[config.mk]
export PLATFORM = sky130hd
export DESIGN_NAME = alu_writeback
export DESIGN_NICKNAME = d
export VERILOG_FILES = /design/src/rtl/alu_pkg.sv /design/src/rtl/cond_eval.sv /design/src/rtl/alu_writeback.sv
export SDC_FILE = /design/constraint.sdc
export NUM_CORES = 1
export LEC_CHECK = 0
export ABC_AREA = 1
export CELL_PAD_IN_SITES_DETAIL_PLACEMENT = 1
export CELL_PAD_IN_SITES_GLOBAL_PLACEMENT = 1
export CORE_ASPECT_RATIO = 1.25
export CORE_MARGIN = 3
export CORE_UTILIZATION = 28
export DETAILED_ROUTE_END_ITERATION = 8
export PLACE_DENSITY_LB_ADDON = 0.1
export REMOVE_ABC_BUFFERS = 1
export SYNTH_ARGS = -nofsm -noshare
export SYNTH_HDL_FRONTEND = slang
export SYNTH_SLANG_ARGS = --single-unit
[constraint.sdc]
create_clock -name clk -period 1.37 [get_ports clk]
set_input_delay 0.3425 -clock clk [delete_from_list [all_inputs] [get_ports clk]]
set_output_delay 0.3425 -clock clk [all_outputs]
set_load 0.02 [all_outputs]
[src/rtl/alu_pkg.sv]
// Shared encodings and types for the ALU write-back stage.
// Optional feature macro: WB_MEM_TIMEOUT_EN (memory-write timeout with sticky wb_err).
package alu_pkg;

    localparam int unsigned DATA_W = 8;
    localparam int unsigned FLAG_W = 4;
    localparam int unsigned DEST_W = 2;
    localparam int unsigned COND_W = 3;
    localparam int unsigned TMO_W  = 4;

    // ZNCV bit positions inside alu_zncv / status
    localparam int unsigned FLAG_Z = 3;
    localparam int unsigned FLAG_N = 2;
    localparam int unsigned FLAG_C = 1;
    localparam int unsigned FLAG_V = 0;

    typedef enum logic [DEST_W-1:0] {
        DEST_NONE  = 2'b00,
        DEST_REG_A = 2'b01,
        DEST_REG_B = 2'b10,
        DEST_MEM   = 2'b11
    } dest_e;

    typedef enum logic [COND_W-1:0] {
        COND_AL = 3'b000,
        COND_EQ = 3'b001,
        COND_NE = 3'b010,
        COND_GT = 3'b011,
        COND_GE = 3'b100,
        COND_LT = 3'b101,
        COND_LE = 3'b110,
        COND_CS = 3'b111
    } cond_e;

    typedef enum logic {
        ST_IDLE     = 1'b0,
        ST_MEM_WAIT = 1'b1
    } wb_state_e;

endpackage

[src/rtl/cond_eval.sv]
// Combinational branch-condition evaluator against a ZNCV status word.
module cond_eval
    import alu_pkg::*;
(
    input  logic [FLAG_W-1:0] status,
    input  logic [COND_W-1:0] br_cond,
    output logic              taken
);

    logic z;
    logic n;
    logic c;
    logic unused_v;

    assign z        = status[FLAG_Z];
    assign n        = status[FLAG_N];
    assign c        = status[FLAG_C];
    assign unused_v = status[FLAG_V];

    // Decode the condition code into a taken decision
    always_comb begin
        taken = 1'b0;
        case (cond_e'(br_cond))
            COND_AL: taken = 1'b1;
            COND_EQ: taken = z;
            COND_NE: taken = ~z;
            COND_GT: taken = ~z & ~n;
            COND_GE: taken = ~n;
            COND_LT: taken = n;
            COND_LE: taken = n | z;
            COND_CS: taken = c;
            default: taken = 1'b0;
        endcase
    end

endmodule

[src/rtl/alu_writeback.sv]
// ALU write-back stage: register/status update, memory write handshake, branch pulse.
// Optional feature macro: WB_MEM_TIMEOUT_EN (abort a stalled memory write after
// 16 wait cycles and raise sticky wb_err; otherwise wb_err is tied low).
module alu_writeback
    import alu_pkg::*;
(
    input  logic              clk,
    input  logic              reset,
    input  logic              in_valid,
    output logic              in_ready,
    input  logic [DATA_W-1:0] alu_out,
    input  logic [FLAG_W-1:0] alu_zncv,
    input  logic [DEST_W-1:0] dest,
    input  logic              flags_we,
    input  logic              br_req,
    input  logic [COND_W-1:0] br_cond,
    output logic [DATA_W-1:0] reg_a,
    output logic [DATA_W-1:0] reg_b,
    output logic [FLAG_W-1:0] status,
    output logic [DATA_W-1:0] mem_data,
    output logic              mem_we,
    input  logic              mem_ack,
    output logic              br_taken,
    output logic              wb_err
);

    wb_state_e state;
    wb_state_e state_next;
    logic      accept;
    logic      cond_taken;
    logic      timeout_hit;

    // Ready is combinational so it drops in the same cycle reset is raised
    assign in_ready = (state == ST_IDLE) & ~reset;
    assign accept   = in_valid & in_ready;

    cond_eval u_cond_eval (
        .status  (status),
        .br_cond (br_cond),
        .taken   (cond_taken)
    );

`ifdef WB_MEM_TIMEOUT_EN
    logic [TMO_W-1:0] tmo_cnt;

    // Sixteenth consecutive wait cycle without an ack ends the write
    assign timeout_hit = (state == ST_MEM_WAIT) & ~mem_ack & (tmo_cnt == TMO_W'(15));

    // Wait-cycle counter and sticky error flag
    always_ff @(posedge clk) begin
        if (reset) begin
            tmo_cnt <= '0;
            wb_err  <= 1'b0;
        end else begin
            if (state != ST_MEM_WAIT) begin
                tmo_cnt <= '0;
            end else if (!mem_ack) begin
                tmo_cnt <= tmo_cnt + TMO_W'(1);
            end
            if (timeout_hit) begin
                wb_err <= 1'b1;
            end
        end
    end
`else
    assign timeout_hit = 1'b0;
    assign wb_err      = 1'b0;
`endif

    // State register
    always_ff @(posedge clk) begin
        if (reset) begin
            state <= ST_IDLE;
        end else begin
            state <= state_next;
        end
    end

    // Next-state logic
    always_comb begin
        state_next = state;
        case (state)
            ST_IDLE: begin
                if (accept && (dest_e'(dest) == DEST_MEM)) begin
                    state_next = ST_MEM_WAIT;
                end
            end
            ST_MEM_WAIT: begin
                if (mem_ack || timeout_hit) begin
                    state_next = ST_IDLE;
                end
            end
            default: state_next = ST_IDLE;
        endcase
    end

    // Architectural registers, status, memory request and branch pulse
    always_ff @(posedge clk) begin
        if (reset) begin
            reg_a    <= '0;
            reg_b    <= '0;
            status   <= '0;
            mem_data <= '0;
            mem_we   <= 1'b0;
            br_taken <= 1'b0;
        end else begin
            mem_we   <= (state_next == ST_MEM_WAIT);
            br_taken <= accept & br_req & cond_taken;
            if (accept) begin
                if (flags_we) begin
                    status <= alu_zncv;
                end
                case (dest_e'(dest))
                    DEST_REG_A: reg_a    <= alu_out;
                    DEST_REG_B: reg_b    <= alu_out;
                    DEST_MEM:   mem_data <= alu_out;
                    default:    ;
                endcase
            end
        end
    end

endmodule

== Word level (Yosys, flattened, before mapping) ==
Cells that the tools add are included.
W data, S select, Z words.

* Register bits after elaboration: 30
* Input port bits: 23
* Logic and storage cells: 36

* Eq/ne operators: 10
* Multiplexer cells: 4
* Bitwise operators: 10
* Reduce and logical (&&, ||, !) cells: 6

{| class="wikitable"
|+ Operators with widths
! operator !! count
|-
| $eq A3 B3 Y1 const B || 4
|-
| $pmux W1 S8 || 1
|-
| $reduce_and A2 Y1 || 4
|-
| $eq A3 B2 Y1 const B || 2
|-
| $and A1 B1 Y1 || 5
|-
| $eq A2 B2 Y1 const B || 2
|-
| $not A1 Y1 || 4
|-
| $eq A3 B1 Y1 const B || 1
|-
| $logic_not A3 Y1 || 1
|-
| $eq A2 B1 Y1 const B || 1
|-
| $mux W1 || 2
|-
| $pmux W1 S2 || 1
|-
| $logic_and A1 B1 Y1 || 1
|-
| $or A1 B1 Y1 || 1
|}

== Logic depth before layout (Yosys ltp) ==
Gate-level depths: netlist of the first run.

* Depth in word-level cells: 6
* Mapped depth: 7
* Mapped depth without buffers: 7

== Cells and area by module ==
A second synthesis of the first run with hierarchy kept.

* Cells, all modules: 212
* Area, all modules: 1418.9 um2

{| class="wikitable"
|+ By module, submodules not included
! module !! times used !! cells each !! area an instance (um2) !! seq. area each (um2)
|-
| alu_writeback || 1 || 192 || 1331.3 || 600.6
|-
| cond_eval || 1 || 20 || 87.6 || 0.0
|}

== Worst setup path after synthesis of the first run ==
OpenSTA, ideal clock, no wires.

* Path kind: register -> register
* Start point: register, netlist name mem_we
* End point: register reg_a[0]
* Library setup time: 0.118 ns
* Data arrival time: 1.135 ns
* Path slack: 0.116 ns
* Stages on the path, launching flop included: 6
* Path buffers: 1
* Cells stage by stage: dfxtp_1 nor2_4 nand2_4 buf_6 nor3_1 nor2_1

{| class="wikitable"
|+ RTL lines
! item !! RTL line !! text
|-
| end signal: assignment || alu_writeback.sv:114 || <nowiki>DEST_REG_A: reg_a <= alu_out;</nowiki>
|-
| end: declaration || alu_writeback.sv:17 || <nowiki>output logic [DATA_W-1:0] reg_a,</nowiki>
|}

== Worst setup path after layout of the first run ==
* Start point: register status[1]
* End point: output port status[1]

{| class="wikitable"
|+ RTL lines
! item !! RTL line !! text
|-
| start: declaration || alu_writeback.sv:19 || <nowiki>output logic [FLAG_W-1:0] status,</nowiki>
|-
| start signal: assignment || alu_writeback.sv:111 || <nowiki>status <= alu_zncv;</nowiki>
|}

No word-level cell between the ends.

==> results of run 1 <==
-- power groups by stage --
stage                     combinational, W  sequential (W)  clock [W]
after floorplan                  0.0000920        0.000975          0
after global placement            0.000334        0.000936          0
after detailed placement          0.000345        0.000938          0
after CTS                         0.000328        0.000918   0.000868
after global routing              0.000355        0.000921   0.000907
final                             0.000324        0.000917   0.000831
-- cell usage after synthesis (2+ instances only) --
cell / count / area share
a21oi_1: 7 / 0.028
nand3_1: 2 / 0.0079
buf_6: 2 / 0.018
nor2_4: 3 / 0.027
o21ai_0: 16 / 0.063
dfxtp_1: 30 / 0.47
nor3_1: 16 / 0.063
inv_1: 19 / 0.056
nor2_1: 35 / 0.10
nand2_1: 38 / 0.11
-- sequential cells by signal, indices dropped and copies added, names as in the netlist --
name,count
br_taken,1
reg_b,8
mem_data,8
mem_we,1
status,4
reg_a,8
-- cells by family after synthesis --
kind of cell	after synthesis
and+or+nand+nor	96
DFF	30
buffers and inverters	24
AOI/OAI and AO/OA	23
other	1
-- final cells by class --
cell class	count	area share
timing repair buffer	66	0.311
sequential	30	0.293
multi-input combinational	120	0.273
clock buffer	8	0.0537
inverter	19	0.0348
tap	56	0.0342
-- repair_timing --
action	in CTS	in global routing
pin swaps	1	0
endpoints found under the setup margin	38	8
resized for setup	37	6
setup buffers	1	0
-- how the worst min path moves through the flow --
stage | end | slack (ns) | cells after the start
3_3_place_gp | status[0] | 0.45 | 2
3_5_place_dp | status[0] | 0.45 | 2
5_1_grt | status[0] | 0.48 | 2
4_1_cts | status[0] | 0.46 | 2
2_1_floorplan | mem_we | 0.41 | 1
6_report | status[0] | 0.46 | 2
-- metrics by stage --
stage                     area (um2)   util  cells  setup slack, ns  hold slack [ns]
after floorplan                 1220      -    169            0.140            0.412
after global placement          1950  0.461    290           -0.478            0.449
after detailed placement        1950  0.461    290           -0.523            0.454
after CTS                       2040  0.483    299          0.00949            0.462
after global routing            2050  0.485    299          0.00712            0.480
final                           2050  0.485    299           0.0544            0.460
-- routing by layer --
metal,vias up,part of all wire,GRT usage
met5,-,0,0
met4,0,0.013,0.0589
met3,5,0.040,0.0415
met2,34,0.54,0.312
met1,629,0.40,0.166
li1,677,-,-
==> reports/metrics.cfg, run 1 <==
[outcome]
status=complete, no violations

[layout]
layout_commonest_cell=nand2_1
n_antenna_cell=0
nFillCells=555
final_cell_mix=nand2_1, nor2_1, dfxtp_1, dlygate4sd2_1, inv_1
area_growth_pct=61.5
ff_latch_area_um2=601
drive_gt1_frac=0.128
multi_input_area_um2=559
fin_nets=265

[synthesis]
synth_top_family_by_area=simple AND/OR/NAND/NOR gates
postSynthCellCount=174
synth-seq-cells=30
synthXorXnorAreaFrac=0
synth_simple_gate_area_share=0.339
synth_flop_cell=dfxtp_1
ys_async_sr_fraction=0
netlist_area_um2=1270
synth-edff-count=0
synthesis.yosys.warnings=0
ys_seq_area_frac=0.473
synth-adder-area-share=0
synth_mux_area_frac=0
syn_area_per_cell_um2=7.29
ys_types=16
synth_compound_area_frac=0.0907

[routing]
postRouteAntennaNets=0
vias=1345
drcViolationCount=0
avgRoutedWirePerCell_um=13.3
viasPerCell=4.50
wl_mm=3.98
drt_iter0_drc=34
dr.pass1.iters=3

[timing]
fin_setup_tns_ns=0
hold_viol_final=0
layout_worst_path_cycle_share=0.960
drv_slew=0
skew_ns=0.00696
setup_viol=0
rsz0062_at_grt=false
fin_crit_ns=1.32
fmax_mhz=760

[placed_design]
hpwl_mm=3.06
port_buffers=53
gp_congestion=0.694

[setup_path]
crit_path_max_incr_delay_ns=0.35
r2r_start=mem_we
ff2ff_setup_slack_ns=0.15
path_max_fanout=3
r2r_cells=6
timing.rr.end=reg_a[3]
crit_buf_inv=1
crit_type=register to output pin
crit_family=flip-flops
critPathLaunch=status[1]
crit_end=status[1]
cp-start-kind=register
path_cells=dlygate4sd2_1
cp.arrival_ns=0.97
crit_slowest_cell=dfxtp_1
path_depth=1
crit_required_ns=1.03
crit_path_end_kind=output pin

[pwr]
power.density_nw_per_um2=1010
power_frac_seq=0.443
clockPowerShare=0.401
finalPower_w=0.00207
p_sw_w=0.000511
switching_share=0.247
comb_power_share=0.156
ir_drop_mv=0.678
p_int_w=0.00156
p_leak_nw=1.07

[min_path]
hp-start=status[0]
holdCritPathClass=register to register

[floorplan]
chipHeight_um=81.3
die-area_um2=5380
ios=55
initial_core_util=0.300
coreArea_um2=4230
die_x_um=66.2
rows=26

[clock_tree]
cts_max_level=2
numCtsBuffers=5
cts.path.max_buffers=2
clk_pin_slew_worst_paths_ns=0.07
cts_tree=yes
cts_root_buf=clkbuf_8
postCtsHoldBufs=0
worstSkewPairLatency_ns=0.28
cts.sinks=30

[global_routing]
antenna_found_initial=0
track_usage=0.163
grt_max_degree=25
grt_pass1_vias=1478
grt_pass1_wl_mm=6.66
grt-ovfl-total=0

[job]
cap_violations=0

No activity file was read; power rests on OpenSTA's default activity.
==> run 2, diff against run 1 <==
--- a/config.mk
+++ b/config.mk
@@ -9,7 +9,6 @@
 export CELL_PAD_IN_SITES_DETAIL_PLACEMENT = 1
 export CELL_PAD_IN_SITES_GLOBAL_PLACEMENT = 1
 export CORE_ASPECT_RATIO = 1.25
-export CORE_MARGIN = 3
 export CORE_UTILIZATION = 28
 export DETAILED_ROUTE_END_ITERATION = 8
 export PLACE_DENSITY_LB_ADDON = 0.1
==> run 2 against run 1 <==
Compared with the run above:
- register-to-register slack got worse by 0.02 ns
- critical path type unchanged
- via count increased by 5.1%
- global-route usage rose by 1.1 points
- sequential share of layout area increased by 0.072 points
- critical endpoint is now mem_we
- non-clock buffer count grew 1
==> reports/metrics.cfg, run 2 (synthesis gave the netlist of run 1 again) <==
[layout]
largestRegisters=mem_data (8), reg_a (8), reg_b (8)
final_cell_mix=nand2_1, nor2_1, dfxtp_1, dlygate4sd2_1, clkdlybuf4s50_1
n_antenna_cell=0  ; unchanged
drive_gt1_frac=0.110  ; -0.0174
area_growth_pct=61.1
post-route-util=0.466  ; -0.0191
fin_nets=267  ; +0.75%
layout_commonest_cell=nand2_1
finalNonFillerCells=303  ; +1.3%

[routing]
avgRoutedWirePerCell_um=13.5  ; +1.6%
dr.pass1.iters=4  ; +1
vias=1414  ; +5.1%
viasPerCell=4.67  ; +3.7%
wl_met1_mm=1.60  ; -0.62%
drcViolationCount=0  ; unchanged
postRouteAntennaNets=0  ; unchanged
drt_iter0_drc=41  ; +21%
wl_met3_um=189  ; +20%
wl_met2_mm=2.24  ; +4.2%
routed.top_layer=met4
wl_mm=4.09  ; +2.9%

[min_path]
holdCritPathClass=register to register
hp-start=status[0]

[clock_tree]
cts.path.max_buffers=2  ; unchanged
cts_root_buf=clkbuf_8
clk_pin_slew_worst_paths_ns=0.06  ; about the same
cts.sinks=30  ; unchanged
worstSkewPairLatency_ns=0.29  ; about the same
cts_max_level=2  ; unchanged
cts_tree=yes
numCtsBuffers=5  ; unchanged

[setup_path]
crit_required_ns=1.03  ; about the same
critPathLaunch=mem_we
path_max_fanout=3  ; unchanged
crit_path_max_incr_delay_ns=0.39  ; +0.04 ns
cp.arrival_ns=0.99  ; +0.02 ns
path_cells=clkdlybuf4s15_1
crit_slowest_cell=dfxtp_1
crit_path_end_kind=output pin
r2r_start=mem_we
cp-start-kind=register
crit_family=flip-flops
crit_type=register to output pin
crit_buf_inv=1  ; unchanged

[floorplan]
ios=55  ; unchanged
die-area_um2=4810  ; -11%
chipHeight_um=77.3  ; -4.9%
coreArea_um2=4390  ; +3.8%
initial_core_util=0.289  ; -0.0111
rows=27  ; +3.8%
die_x_um=62.2  ; -6.0%

[global_routing]
grt_pass1_vias=1461  ; -1.2%
track_usage=0.174  ; +0.0109
grt_pass1_wl_mm=6.52  ; -2.1%
grt_max_degree=25  ; unchanged
grt-ovfl-total=0  ; unchanged
antenna_found_initial=0  ; unchanged

[timing]
fin_crit_ns=1.33  ; +0.0171 ns
fmax_mhz=750  ; -1.3%
setup_viol=0  ; unchanged
drv_slew=0  ; unchanged
layout_worst_path_cycle_share=0.973  ; +0.0125
hold_viol_final=0  ; unchanged
skew_ns=0.00624  ; -0.000719 ns
rsz0062_at_grt=true
hold_ws_ns=0.465  ; +0.00473 ns

[placed_design]
port_buffers=53  ; unchanged
placed_cells=294  ; +1.4%
hpwl_mm=2.92  ; -4.8%
gp_congestion=0.763  ; +9.9%

[outcome]
status=complete, no violations

[job]
cap_violations=0  ; unchanged

[pwr]
power.density_nw_per_um2=1040  ; +2.9%
finalPower_w=0.00213  ; +2.6%
ir_drop_mv=0.557  ; -18%
p_leak_nw=1.04  ; -2.6%

==> run 2: what timing repair did <==
item / CTS / global route
gates resized for setup: 36 / 3
hold buffers: 0 / 0
pin swaps: 0 / 1
gates cloned: 0 / 1
setup buffers: 0 / 0
endpoints found under the setup margin: 33 / 8
==> run 2: through the flow <==
step	setup TNS [ns]	instance area (um2)	setup WS [ns]
after global placement	-7.69	1950	-0.490
final	0	2040	0.0373
after global routing	-0.0347	2040	-0.0216
after CTS	0	2020	0.00410
after detailed placement	-8.51	1950	-0.508
after floorplan	0	1220	0.140
==> run 2: cell type report <==
class	instances	area, um2
Timing Repair Buffer	67	623
Sequential cell	30	601
Clock inverter	1	30.0
Tap cell	58	72.6
Inverter	19	71.3
Fill cell	578	2350
Multi-Input combinational cell	121	571
Clock buffer	7	76.3
==> run 2: metal layers <==
metal | global-route usage | vias up
li1 | - | 687
met1 | 0.171 | 685
met2 | 0.334 | 34
met3 | 0.0521 | 8
met4 | 0.0674 | 0
met5 | 0 | -
==> run 2: worst min-delay path: stages, from the launching register on <==
cell	delay [ns]
dfxtp_1	0.31
nand2_1	0.06
a21oi_1	0.05
==> run 2: path summary, 6_finish.rpt <==
path                to  slack (ns)  cells after the start
min          status[0]        0.46                      2
max reg2reg   reg_a[4]        0.13                      6
min reg2reg  status[0]        0.46                      2
max             mem_we        0.04                      1
==> run 2: where the power goes <==
part | switching (W) | total, W | internal [W]
registers | 0.0000147 | 0.000917 | 0.000903
clock network | 0.000337 | 0.000880 | 0.000544
logic | 0.000178 | 0.000328 | 0.000150
total | 0.000530 | 0.00213 | 0.00160
==> RTL edit 1, RTL diff (config.mk and constraints of run 1) <==
Put one more register stage on the output `status`, cleared by the reset. The value now appears one clock later. The other outputs are not delayed to match. Comments in the files are not updated.
--- a/src/rtl/alu_writeback.sv
+++ b/src/rtl/alu_writeback.sv
@@ -24,6 +24,8 @@
     output logic              wb_err
 );
 
+    logic [FLAG_W-1:0] status_s0;
+
     wb_state_e state;
     wb_state_e state_next;
     logic      accept;
@@ -35,7 +37,7 @@
     assign accept   = in_valid & in_ready;
 
     cond_eval u_cond_eval (
-        .status  (status),
+        .status  (status_s0),
         .br_cond (br_cond),
         .taken   (cond_taken)
     );
@@ -99,7 +101,7 @@
         if (reset) begin
             reg_a    <= '0;
             reg_b    <= '0;
-            status   <= '0;
+            status_s0 <= '0;
             mem_data <= '0;
             mem_we   <= 1'b0;
             br_taken <= 1'b0;
@@ -108,7 +110,7 @@
             br_taken <= accept & br_req & cond_taken;
             if (accept) begin
                 if (flags_we) begin
-                    status <= alu_zncv;
+                    status_s0 <= alu_zncv;
                 end
                 case (dest_e'(dest))
                     DEST_REG_A: reg_a    <= alu_out;
@@ -120,5 +122,13 @@
         end
     end
 
+    always_ff @(posedge clk) begin
+        if (reset) begin
+            status <= '0;
+        end else begin
+            status <= status_s0;
+        end
+    end
+
 endmodule
 
Formal check against the unedited RTL: not equivalent (Yosys sat finds a counterexample within 4 cycles, from zero or initial values and one cycle with reset high).
==> RTL edit 1 against run 1 <==
Setup slack improved by 0.58 ps; via count unchanged; sequential share of layout area increased by 2.8 points; synthesized area increased by 8.3%; routed wire length decreased by 7.4%; first-iteration DRC count increased by 140%; cell area increased by 3.6%; final cell count increased by 3.7%; total power increased by 1.7%; sequential cell count increased by 4; critical endpoint is now reg_a[1]; largest cell class is now registers; largest power group unchanged.
==> RTL edit 1: results (changes against run 1) <==
| Metric | Value |
|---|---|
| IO buf count | 53 (unchanged) |
| Top Family by Delay on Critical Path | flip-flops (unchanged) |
| GPL Wtd Cong | 0.734 (was 0.694) |
| Critical R2R Capture | reg_b[6] (was reg_a[3]) |
| Status | finished clean (unchanged) |
| Share of cells above drive strength 1 | 0.123 (was 0.128) |
| Maximum VDD drop | 0.519 mV (was 0.678 mV) |
| Distinct cell type count of the synthesized netlist | 19 (was 16) |
| GRT Overall Usage | 0.133 (was 0.163) |
| Dominant cells by area after synthesis | dfxtp_1 (50%), nor2_1 (11%), nand2_1 (10%), nor3_1 (5.8%), inv_1 (5.2%) (was dfxtp_1 (47%), nand2_1 (11%), nor2_1 (10%), nor3_1 (6.3%), o21ai_0 (6.3%)) |
| Max Clock Skew | 4.77 ps (was 6.96 ps) |
| Nets@finish | 274 (was 265) |
| Total wire length | 3680 um (was 3980 um) |
| Placed Cells | 300 (was 290) |
| Final hold slack | 423 ps (was 460 ps) |
| Fillers | 573 (was 555) |
| Switching Power | 535 uW (was 511 uW) |
| R2R Setup Slk | 120 ps (was 150 ps) |
| Detailed placement HPWL | 2700 um (was 3060 um) |
| Placement Cell Area | 2030 um^2 (was 1950 um^2) |
| Min-delay src | status_s0[0] (was status[0]) |
| Crit-path max FO | 2 (was 3) |
| Worst-path clk slew | 70 ps (about the same) |
| 1st-iter DRT viols | 83 (was 34) |
| Post-placement worst setup slack | -531 ps (was -523 ps) |
| Met2 usage | 0.218 (was 0.312) |
| DRT Pass-1 Iters | 4 (was 3) |
| Sequential share of the synthesized area | 0.495 (was 0.473) |
| GR Util met3 | 0.0361 (was 0.0415) |
| Die Span X | 68.7 um (was 66.2 um) |
| Vias in the first global route | 1310 (was 1478) |
| Global-route wire length before repair | 5960 um (was 6660 um) |
| Vias per cell | 4.34 (was 4.50) |
| Leakage | 0.00108 uW (was 0.00107 uW) |
| Synth Area in Compound Gates | 0.0838 (was 0.0907) |
| Hold Crit Class | reg2reg (unchanged) |
| WHS Endpoint | status[0] (unchanged) |
| Synthesized area per cell | 7.43 um^2 (was 7.29 um^2) |
## RTL edit 1: cell types whose count changed in the layout (fill, tap and decap cells not counted), moves of 2 or more
cell	delta
clkbuf_8	-2
dfxtp_1	+4
nor2_1	+4
o21ai_0	-7
o21ai_1	+7
## RTL edit 1: timing repair
| action | in CTS | in global routing |
|---|---|---|
| pin swaps | 1 | 2 |
| hold buffers | 0 | 0 |
| setup endpoints to repair | 56 | 18 |
| buffers inserted | 2 | 0 |
| gates resized for setup | 35 | 9 |
## RTL edit 1: metrics by stage
stage	utilization	setup TNS, ps
floorplan	-	0
global placement	0.446	-9800
detailed placement	0.446	-10260
CTS	0.464	0
global route	0.466	-24.5
finish	0.466	0
## RTL edit 1: cell type report
type	instances	area, um^2	share of cell area
clock buffer	7	86.3	0.0407
clock inverter	1	5.00	0.00236
multi-input combinational	124	582	0.274
tap	58	72.6	0.0342
sequential	34	681	0.321
timing repair buffer	65	618	0.291
inverter	21	78.8	0.0371
## RTL edit 1: worst max path at each step
| stage | from | endpoint | slack, ps | cells past startpoint |
|---|---|---|---|---|
| CTS | mem_we | mem_we | 3 | 1 |
| floorplan | mem_we | reg_b[5] | 120 | 5 |
| global placement | reset | in_ready | -530 | 3 |
| finish | reg_a[1] | reg_a[1] | 50 | 1 |
| detailed placement | reset | in_ready | -530 | 3 |
| global route | mem_we | reg_a[3] | -20 | 6 |
## RTL edit 1: per-layer routing
metal / vias up / routed length, um
li1: 707 / -
met1: 601 / 1590
met2: 35 / 1850
met3: 2 / 215
met4: 0 / 23
met5: - / 0
## RTL edit 1: power groups by stage
stage	Clock (uW)	Combinational, uW	Sequential, uW
after floorplan	0	95.8	1090
after global placement	0	331	1060
after detailed placement	0	332	1060
after CTS	789	317	1040
after global routing	821	345	1040
final	757	313	1040
==> RTL edit 2, RTL diff (settings of run 1) <==
Without the edit above. Build with the macro `WB_MEM_TIMEOUT_EN` defined.
--- a/src/rtl/alu_writeback.sv
+++ b/src/rtl/alu_writeback.sv
@@ -1,6 +1,8 @@
 // ALU write-back stage: register/status update, memory write handshake, branch pulse.
 // Optional feature macro: WB_MEM_TIMEOUT_EN (abort a stalled memory write after
 // 16 wait cycles and raise sticky wb_err; otherwise wb_err is tied low).
+`define WB_MEM_TIMEOUT_EN
+
 module alu_writeback
     import alu_pkg::*;
 (
Function: no difference found for any inputs over 10 cycles, from zero or initial values and one cycle with reset high; that may be too few to reach the edited logic, so the function may still have changed.
==> RTL edit 2 against run 1 <==
Cell area grew 12%; synthesized area grew 15%; clock power shrank 2.4%; non-clock buffer count grew 8; total power grew 6.5%; register-to-register slack gained 30 ps; setup slack gained 1.7 ps; sequential cell count grew 5; routed wire length grew 2.0%; count of clock-buffer cells in the layout is the same; final cell count grew 11%; critical endpoint is now reg_b[7]; largest cell class is now registers.
==> RTL edit 2: results (changes against run 1) <==
| Metric | Value |
|---|---|
| Area share of fa/ha/maj cells after synthesis | 0.00855 (was 0) |
| Nets@finish | 296 (was 265) |
| 1st-iter DRT viols | 21 (was 34) |
| Vias in the first global route | 1628 (was 1478) |
| Dominant cells by area after synthesis | dfxtp_1 (48%), nand2_1 (11%), nor2_1 (10%), nor3_1 (5.8%), o21ai_0 (5.5%) (was dfxtp_1 (47%), nand2_1 (11%), nor2_1 (10%), nor3_1 (6.3%), o21ai_0 (6.3%)) |
| Area grow syn2layout | 57.5% (was 61.5%) |
| Maximum VDD drop | 0.559 mV (was 0.678 mV) |
| FFs w/ async S/R, synth | 0 (unchanged) |
| Share of cells above drive strength 1 | 0.139 (was 0.128) |
| Max Clock Skew | 4.20 ps (was 6.96 ps) |
| Critical R2R Capture | reg_b[6] (was reg_a[3]) |
| Largest net degree at the start of global routing | 25 (unchanged) |
| Global-route wire length before repair | 7010 um (was 6660 um) |
| Routed vias | 1497 (was 1345) |
| R2R Setup Slk | 180 ps (was 150 ps) |
| Sequential share of the synthesized area | 0.479 (was 0.473) |
| Final hold slack | 482 ps (was 460 ps) |
| GPL Wtd Cong | 0.737 (was 0.694) |
| Met2 Routed Length | 1920 um (was 2150 um) |
| M1 WL | 1900 um (was 1610 um) |
| Top cells by count, synth | nand2_1 (41), nor2_1 (40), dfxtp_1 (35), inv_1 (19), nor3_1 (17) (was nand2_1 (38), nor2_1 (35), dfxtp_1 (30), inv_1 (19)) |
| Crit-path max FO | 2 (was 3) |
| Placement Cell Area | 2230 um^2 (was 1950 um^2) |
| CP endpoint | reg_b[7] (was status[1]) |
| DRT Pass-1 Iters | 4 (was 3) |
| Total wire length | 4060 um (was 3980 um) |
| Detailed placement HPWL | 3070 um (was 3060 um) |
| Leakage | 0.00117 uW (was 0.00107 uW) |
| Post-CTS Setup Repair Bufs | 0 (was 1) |
| Post-placement worst setup slack | -560 ps (was -523 ps) |
| Worst setup path startpoint | reg_b[7] (was status[1]) |
| Status | finished clean (unchanged) |
| Metal3 WL | 191 um (was 158 um) |
| Synthesized area per cell | 7.46 um^2 (was 7.29 um^2) |
| IO buf count | 54 (was 53) |
| Placed Cells | 325 (was 290) |
## RTL edit 2: changes by cell type after synthesis, moves of 2 or more
cell,delta
a21oi_1,+2
dfxtp_1,+5
nand2_1,+3
nand3_1,+2
nor2_1,+5
xor2_1,+2
## RTL edit 2: power breakdown
part | leakage, uW | switching [uW] | internal (uW) | total, uW
Clock | 0.0000515 | 352 | 459 | 811
Sequential | 0.000285 | 14.8 | 1050 | 1060
Combinational | 0.000833 | 173 | 160 | 333
## RTL edit 2: final cells by class
cell class / instances / share of cell area
flip-flops and latches: 35 / 0.305
repair buffers: 74 / 0.301
multi-input cells: 137 / 0.287
clock buffers: 8 / 0.0435
well taps: 60 / 0.0326
inverters: 19 / 0.0310
## RTL edit 2: per-layer routing
layer / vias up / global-route usage
met2: 38 / 0.248
met3: 4 / 0.0313
li1: 769 / -
met4: 0 / 0.0462
met1: 686 / 0.174
met5: - / 0
## RTL edit 2: repair_timing
item,CTS,global route
setup endpoints to repair,51,11
pin swaps,0,1
resized for setup,39,6
